File: src/rtl/regfile_sequencer_if.sv
// Command/response channel bundle for regfile_sequencer.
// Both channels use valid/ready handshaking: a transfer happens on a rising
// edge where valid and ready are both high; the sender keeps valid and its
// payload stable until that edge, and valid never depends on ready.
interface regfile_sequencer_if #(
    parameter int DATA_WIDTH = 32,
    parameter int ADDR_WIDTH = 2
);
    logic                  cmd_valid;
    logic                  cmd_ready;
    logic [1:0]            cmd_op;
    logic [ADDR_WIDTH-1:0] cmd_rd;
    logic [ADDR_WIDTH-1:0] cmd_rs1;
    logic [ADDR_WIDTH-1:0] cmd_rs2;
    logic [DATA_WIDTH-1:0] cmd_imm;
    logic                  rsp_valid;
    logic                  rsp_ready;
    logic [DATA_WIDTH-1:0] rsp_data1;
    logic [DATA_WIDTH-1:0] rsp_data2;
    logic                  rsp_carry;

    // Issuer of commands / consumer of responses.
    modport master (
        output cmd_valid, cmd_op, cmd_rd, cmd_rs1, cmd_rs2, cmd_imm, rsp_ready,
        input  cmd_ready, rsp_valid, rsp_data1, rsp_data2, rsp_carry
    );

    // The sequencer side.
    modport slave (
        input  cmd_valid, cmd_op, cmd_rd, cmd_rs1, cmd_rs2, cmd_imm, rsp_ready,
        output cmd_ready, rsp_valid, rsp_data1, rsp_data2, rsp_carry
    );
endinterface

File: src/rtl/regfile_sequencer.sv
// regfile_sequencer: drives the register file read/write port for one command
// at a time (IDLE -> EXEC -> RESP). Ops: WRITE imm, READ rs1/rs2, MOVE rs1->rd,
// ADD rs1+rs2->rd with carry-out.
// Optional feature: define REGSEQ_ZERO_REG_EN to make register 0 read as zero
// and ignore writes to it (the response is still produced).
module regfile_sequencer #(
    parameter int DATA_WIDTH = 32,
    parameter int ADDR_WIDTH = 2
) (
    input  logic                  clk,
    input  logic                  reset,
    regfile_sequencer_if.slave    bus,
    output logic [ADDR_WIDTH-1:0] rf_read_reg1,
    output logic [ADDR_WIDTH-1:0] rf_read_reg2,
    output logic [ADDR_WIDTH-1:0] rf_write_reg,
    output logic [DATA_WIDTH-1:0] rf_write_data,
    output logic                  rf_reg_write,
    input  logic [DATA_WIDTH-1:0] rf_read_data1,
    input  logic [DATA_WIDTH-1:0] rf_read_data2,
    output logic [1:0]            dbg_state
);
    localparam logic [1:0] OP_WRITE = 2'b00;
    localparam logic [1:0] OP_READ  = 2'b01;
    localparam logic [1:0] OP_MOVE  = 2'b10;
    localparam logic [1:0] OP_ADD   = 2'b11;

    typedef enum logic [1:0] {
        S_IDLE = 2'b00,
        S_EXEC = 2'b01,
        S_RESP = 2'b10
    } state_t;

    state_t                state_q, state_d;
    logic [1:0]            op_q, op_d;
    logic [ADDR_WIDTH-1:0] rd_q, rd_d;
    logic [ADDR_WIDTH-1:0] rs1_q, rs1_d;
    logic [ADDR_WIDTH-1:0] rs2_q, rs2_d;
    logic [DATA_WIDTH-1:0] imm_q, imm_d;
    logic [DATA_WIDTH-1:0] rsp_data1_q, rsp_data1_d;
    logic [DATA_WIDTH-1:0] rsp_data2_q, rsp_data2_d;
    logic                  rsp_carry_q, rsp_carry_d;

    logic [DATA_WIDTH-1:0] src1;
    logic [DATA_WIDTH-1:0] src2;
    logic                  rd_is_zero;
    logic [DATA_WIDTH:0]   sum;
    logic [DATA_WIDTH-1:0] result;
    logic                  write_en;

`ifdef REGSEQ_ZERO_REG_EN
    assign src1       = (rs1_q == '0) ? '0 : rf_read_data1;
    assign src2       = (rs2_q == '0) ? '0 : rf_read_data2;
    assign rd_is_zero = (rd_q == '0);
`else
    assign src1       = rf_read_data1;
    assign src2       = rf_read_data2;
    assign rd_is_zero = 1'b0;
`endif

    // Operation datapath: what EXEC would write back and report.
    always_comb begin
        sum      = {1'b0, src1} + {1'b0, src2};
        result   = src1;
        write_en = 1'b0;
        case (op_q)
            OP_WRITE: begin result = imm_q;                     write_en = 1'b1; end
            OP_READ:  begin result = src1;                      write_en = 1'b0; end
            OP_MOVE:  begin result = src1;                      write_en = 1'b1; end
            default:  begin result = sum[DATA_WIDTH-1:0];       write_en = 1'b1; end
        endcase
        if (rd_is_zero) begin
            write_en = 1'b0;
        end
    end

    // Next-state, command capture, register-file port and response loading.
    always_comb begin
        state_d       = state_q;
        op_d          = op_q;
        rd_d          = rd_q;
        rs1_d         = rs1_q;
        rs2_d         = rs2_q;
        imm_d         = imm_q;
        rsp_data1_d   = rsp_data1_q;
        rsp_data2_d   = rsp_data2_q;
        rsp_carry_d   = rsp_carry_q;
        rf_read_reg1  = '0;
        rf_read_reg2  = '0;
        rf_write_reg  = '0;
        rf_write_data = '0;
        rf_reg_write  = 1'b0;
        bus.cmd_ready = 1'b0;
        case (state_q)
            S_IDLE: begin
                bus.cmd_ready = ~reset;
                if (bus.cmd_valid && !reset) begin
                    op_d    = bus.cmd_op;
                    rd_d    = bus.cmd_rd;
                    rs1_d   = bus.cmd_rs1;
                    rs2_d   = bus.cmd_rs2;
                    imm_d   = bus.cmd_imm;
                    state_d = S_EXEC;
                end
            end
            S_EXEC: begin
                rf_read_reg1  = rs1_q;
                rf_read_reg2  = rs2_q;
                rf_write_reg  = rd_q;
                rf_write_data = result;
                // A reset during EXEC must suppress the register-file write.
                rf_reg_write  = write_en & ~reset;
                rsp_data1_d   = result;
                rsp_data2_d   = (op_q == OP_READ) ? src2 : '0;
                rsp_carry_d   = (op_q == OP_ADD) ? sum[DATA_WIDTH] : 1'b0;
                state_d       = S_RESP;
            end
            S_RESP: begin
                if (bus.rsp_ready) begin
                    state_d = S_IDLE;
                end
            end
            default: state_d = S_IDLE;
        endcase
    end

    // State and response registers; command fields only change when captured.
    always_ff @(posedge clk) begin
        op_q  <= op_d;
        rd_q  <= rd_d;
        rs1_q <= rs1_d;
        rs2_q <= rs2_d;
        imm_q <= imm_d;
        if (reset) begin
            state_q     <= S_IDLE;
            rsp_data1_q <= '0;
            rsp_data2_q <= '0;
            rsp_carry_q <= 1'b0;
        end else begin
            state_q     <= state_d;
            rsp_data1_q <= rsp_data1_d;
            rsp_data2_q <= rsp_data2_d;
            rsp_carry_q <= rsp_carry_d;
        end
    end

    assign bus.rsp_valid = (state_q == S_RESP);
    assign bus.rsp_data1 = rsp_data1_q;
    assign bus.rsp_data2 = rsp_data2_q;
    assign bus.rsp_carry = rsp_carry_q;
    assign dbg_state     = state_q;
endmodule
File: src/flat_wrapper.sv
// flat-port wrapper written by rule: the top's interface ports become plain ports
module regfile_sequencer_flat 
#(
    parameter int DATA_WIDTH = 32,
    parameter int ADDR_WIDTH = 2
)
  (clk, reset, rf_read_reg1, rf_read_reg2, rf_write_reg, rf_write_data, rf_reg_write, rf_read_data1, rf_read_data2, dbg_state, bus_cmd_valid, bus_cmd_op, bus_cmd_rd, bus_cmd_rs1, bus_cmd_rs2, bus_cmd_imm, bus_rsp_ready, bus_cmd_ready, bus_rsp_valid, bus_rsp_data1, bus_rsp_data2, bus_rsp_carry);
  regfile_sequencer_if #(.DATA_WIDTH(DATA_WIDTH), .ADDR_WIDTH(ADDR_WIDTH)) bus_i ();
  input  logic clk;
  input  logic reset;
  output logic [ADDR_WIDTH-1:0] rf_read_reg1;
  output logic [ADDR_WIDTH-1:0] rf_read_reg2;
  output logic [ADDR_WIDTH-1:0] rf_write_reg;
  output logic [DATA_WIDTH-1:0] rf_write_data;
  output logic rf_reg_write;
  input  logic [DATA_WIDTH-1:0] rf_read_data1;
  input  logic [DATA_WIDTH-1:0] rf_read_data2;
  output logic [1:0] dbg_state;
  input wire logic [$bits(bus_i.cmd_valid)-1:0] bus_cmd_valid;
  input wire logic [$bits(bus_i.cmd_op)-1:0] bus_cmd_op;
  input wire logic [$bits(bus_i.cmd_rd)-1:0] bus_cmd_rd;
  input wire logic [$bits(bus_i.cmd_rs1)-1:0] bus_cmd_rs1;
  input wire logic [$bits(bus_i.cmd_rs2)-1:0] bus_cmd_rs2;
  input wire logic [$bits(bus_i.cmd_imm)-1:0] bus_cmd_imm;
  input wire logic [$bits(bus_i.rsp_ready)-1:0] bus_rsp_ready;
  output wire logic [$bits(bus_i.cmd_ready)-1:0] bus_cmd_ready;
  output wire logic [$bits(bus_i.rsp_valid)-1:0] bus_rsp_valid;
  output wire logic [$bits(bus_i.rsp_data1)-1:0] bus_rsp_data1;
  output wire logic [$bits(bus_i.rsp_data2)-1:0] bus_rsp_data2;
  output wire logic [$bits(bus_i.rsp_carry)-1:0] bus_rsp_carry;
  assign bus_i.cmd_valid = bus_cmd_valid;
  assign bus_i.cmd_op = bus_cmd_op;
  assign bus_i.cmd_rd = bus_cmd_rd;
  assign bus_i.cmd_rs1 = bus_cmd_rs1;
  assign bus_i.cmd_rs2 = bus_cmd_rs2;
  assign bus_i.cmd_imm = bus_cmd_imm;
  assign bus_i.rsp_ready = bus_rsp_ready;
  assign bus_cmd_ready = bus_i.cmd_ready;
  assign bus_rsp_valid = bus_i.rsp_valid;
  assign bus_rsp_data1 = bus_i.rsp_data1;
  assign bus_rsp_data2 = bus_i.rsp_data2;
  assign bus_rsp_carry = bus_i.rsp_carry;
  regfile_sequencer #(.DATA_WIDTH(DATA_WIDTH), .ADDR_WIDTH(ADDR_WIDTH)) u_core (.clk(clk), .reset(reset), .bus(bus_i), .rf_read_reg1(rf_read_reg1), .rf_read_reg2(rf_read_reg2), .rf_write_reg(rf_write_reg), .rf_write_data(rf_write_data), .rf_reg_write(rf_reg_write), .rf_read_data1(rf_read_data1), .rf_read_data2(rf_read_data2), .dbg_state(dbg_state));
endmodule
File: config.mk
export PLATFORM = sky130hd
export DESIGN_NAME = regfile_sequencer_flat
export DESIGN_NICKNAME = d
export VERILOG_FILES = /design/src/rtl/regfile_sequencer_if.sv /design/src/rtl/regfile_sequencer.sv /design/src/flat_wrapper.sv
export SDC_FILE = /design/constraint.sdc
export NUM_CORES = 1
export LEC_CHECK = 0
export ABC_AREA = 0
export ABC_CLOCK_PERIOD_IN_PS = 7750
export BUFFER_PORTS_ARGS = -buffer_cell sky130_fd_sc_hd__clkbuf_2
export CAP_MARGIN = 40
export CORE_ASPECT_RATIO = 1.25
export CORE_MARGIN = 10
export CORE_UTILIZATION = 42
export CTS_CLUSTER_SIZE = 40
export DETAILED_ROUTE_END_ITERATION = 16
export GPL_TIMING_DRIVEN = 0
export PLACE_DENSITY = 0.76
export SLEW_MARGIN = 25
export SYNTH_ARGS = -nofsm -noshare
export SYNTH_HDL_FRONTEND = slang
export SYNTH_SLANG_ARGS = --single-unit
File: constraint.sdc
create_clock -name clk -period 7.75 [get_ports clk]
set_input_delay 1.55 -clock clk [delete_from_list [all_inputs] [get_ports clk]]
set_output_delay 1.55 -clock clk [all_outputs]
set_load 0.02 [all_outputs]
==> results.md <==
* Finished Cell Area at 0.00766 mm2
* Die ar. at 0.0197 mm2
* Pwr/cell area at 186 mW/mm2
* Worst-margin pin slew at 773 ps
* Area grow syn2layout at 26.5%
* Sequential element share of the synthesized area at 42.0%
* GP Congestion at 0.995
* Initial antenna violation count at 1
* Largest net degree at the start of global routing at 26
* Synth Cell Area at 0.00606 mm2
* Most common cell after layout, fill and taps aside: clkbuf_2
* Die H at 154 um
* Peak Freq at 167 MHz
* Dpl cell area at 0.00738 mm2
* Total power at 1.42 mW
* Post-synthesis compound-gate area fraction at 26.3%
* Utilization after layout at 53.6%
* Slew Viols, Final at 0
* Async set or reset register ratio after synthesis at 0%
* Kind of critical path: input pin to output pin
* Sink Count at 107
* Clock Tree Buf Depth at 2
* Detailed-route DRC error count at 0
* Htree depth at 3
* DPL Wire Length at 18,500 um
* Hold buffer count at CTS at 0
* R2R setup slack at 4950 ps
* Startpoint types: input pin
* FF+latch count, synth at 107
* Top_reg_cell synth: dfxtp_1
* Element type at the critical path end: output pin
* Clk_skew at 8.59 ps
* # nets final at 1,048
* Die width at 127 um
* Mux share of post-synthesis cell area at 0.661%
* Post-Route WL at 23,200 um
* Post-route clock period utilization at 77.5%
* Antenna diodes at 0
* Outcome: finished clean
* Routed Antenna Nets at 0
* Top area cells in the synthesized netlist: dfxtp_1 (22%), edfxtp_1 (20%), a21oi_1 (7.3%)
* Number of placed cells counting well taps at 1,071
* 1st-iter DRT viols at 365
* Wire per inst at 21.4 um
* Most frequent cells in the layout: clkbuf_2 (215), a21oi_1 (88), dfxtp_1 (67)
* Leak at 3.30 nW
* Min-delay worst type: flip-flop to flip-flop
* Hold Vio Cnt, Final at 0
* Finish-stage setup viols at 0
* Post-CTS Setup Bufs at 0
* Global-route wire length before repair at 35,200 um
* Synth Area in Simple Gates at 16.7%
* Largest family of logic cells by synthesized area: compound AO/OA/AOI/OAI gates
* Crit path DAT at 4450 ps
* Core area at 0.0143 mm2
* Layout cells sized above 1 at 26.5%
* PortBufs at 215
* Post-synthesis cell count at 677
* Synth Warn # at 0
* Share of the synthesized area in the top cell type at 22.1%
* TritonCTS clock tree: built
* CTS root buffer: clkbuf_16
* Via/cell ratio at 5.78
* Via count at 6,288
* Post-synthesis xor/xnor area fraction at 3.33%
* Max-Cap Viols at 0
* Fin crit period at 6000 ps
* Slew Limit Headroom at 48.4%
* Critical Path RT at 6200 ps
* Distinct cells, synth at 53
* Worst skew pair latency at 360 ps
* Yosys top cell by area: dfxtp_1
* GR Overflow Total at 0
* DR pass1 iterations at 5
* Number of global-route vias before repair at 6,394
* Syn_nets at 821
* RSZ-0062 raised after global routing: false
* Initial Util at 42.4%
* Fin cells at 1,087
* Cts repair resizes at 0
* Total track usage at 22.9%
* WHS at 450 ps
* TNS Setup at 0 ps
* Pre-CTS setup slack at 1780 ps
* Mean Syn Cell Area at 8.95 um2
* Post-synth EDFFs at 40
* Clock transition at path regs at 70 ps
* Synth Area in Adders at 7.56%
* Critical path peak fanout at 5
* Total CTS buffers at 9
* Worst vdd ir at 0.101 mV
* Total I/O pin count at 216
* Row count at 49
* Fin worst setup slack at 1750 ps
-- per-layer routing --
layer	global-route usage [%]	vias to the layer above	routed length, um
met5	0	-	13
met4	11.1	2	1010
met3	7.66	56	2030
met2	40.2	281	11800
met1	23.9	2940	8400
li1	-	3009	-
-- area by class of cell --
cell class | count | area, um2
tap | 178 | 223
timing repair buffer | 216 | 1100
buffer | 47 | 176
multi-input combinational | 514 | 3300
inverter | 9 | 33.8
clock inverter | 6 | 45.0
clock buffer | 10 | 239
sequential | 107 | 2540
fill | 1394 | 6630
-- registers in the layout, indices dropped and copies added, names as in the netlist --
| name | flops |
|---|---|
| u_core.bus.rsp_data1 | 32 |
| u_core.bus.rsp_data2 | 32 |
| u_core.imm_q | 32 |
| u_core.dbg_state | 2 |
| u_core.op_q | 2 |
| u_core.rd_q | 2 |
| u_core.rs1_q | 2 |
| u_core.rs2_q | 2 |
| u_core.bus.rsp_carry | 1 |
-- cell usage after synthesis, drive strengths merged, types with 2 or more instances --
cell     number
nor2b         3
nor2         36
and2         16
nor3         17
mux2i         4
edfxtp       40
o21a         10
a211oi       28
nand3        44
a221oi       25
a21o         16
inv           9
o21ai        33
o211ai        4
a221o         8
nand2        63
a2111oi       2
o31ai         3
a31oi         9
a21oi        88
clkbuf       41
nand2b        8
and3         10
xnor2        12
nand4         5
xor2         11
dfxtp        67
o41ai         3
buf           6
or3           3
ha           35
-- critical path: stages --
cell,delay (ps)
clkbuf_2,100
ha_1,240
fa_1,440
a211oi_2,300
o211ai_1,190
and3b_1,230
o21a_1,220
a21o_1,250
a31oi_1,310
xor2_1,110
a211oi_1,290
clkbuf_2,220
-- cells by family (layout without fill, tap and decap cells) --
| kind of cell | count (synthesis) | in the layout |
|---|---|---|
| AOI/OAI and AO/OA | 240 | 240 |
| adders and majority gates | 36 | 36 |
| and+or+nand+nor | 211 | 211 |
| muxes | 4 | 4 |
| DFF | 107 | 107 |
| buffers and inverters | 56 | 288 |
| xor gates and xnor gates | 23 | 23 |
-- power breakdown --
part           switching, mW  total (mW)  internal (mW)
sequential           0.00956       0.616          0.607
combinational          0.227       0.354          0.127
clock                  0.222       0.453          0.231
total                  0.459        1.42          0.964
-- final timing paths --
kind | from | endpoint | cells past startpoint
max | rf_read_data1[0] | rf_write_data[26] | 12
min | u_core.bus.rsp_data2[23]$_SDFFE_PP0P_ | u_core.bus.rsp_data2[23]$_SDFFE_PP0P_ | 2
max reg2reg | u_core.op_q[0]$_DFFE_PP_ | u_core.bus.rsp_data1[22]$_SDFFE_PP0P_ | 7
min reg2reg | u_core.bus.rsp_data2[23]$_SDFFE_PP0P_ | u_core.bus.rsp_data2[23]$_SDFFE_PP0P_ | 2
Note: power is estimated with default switching activity, not from simulation.
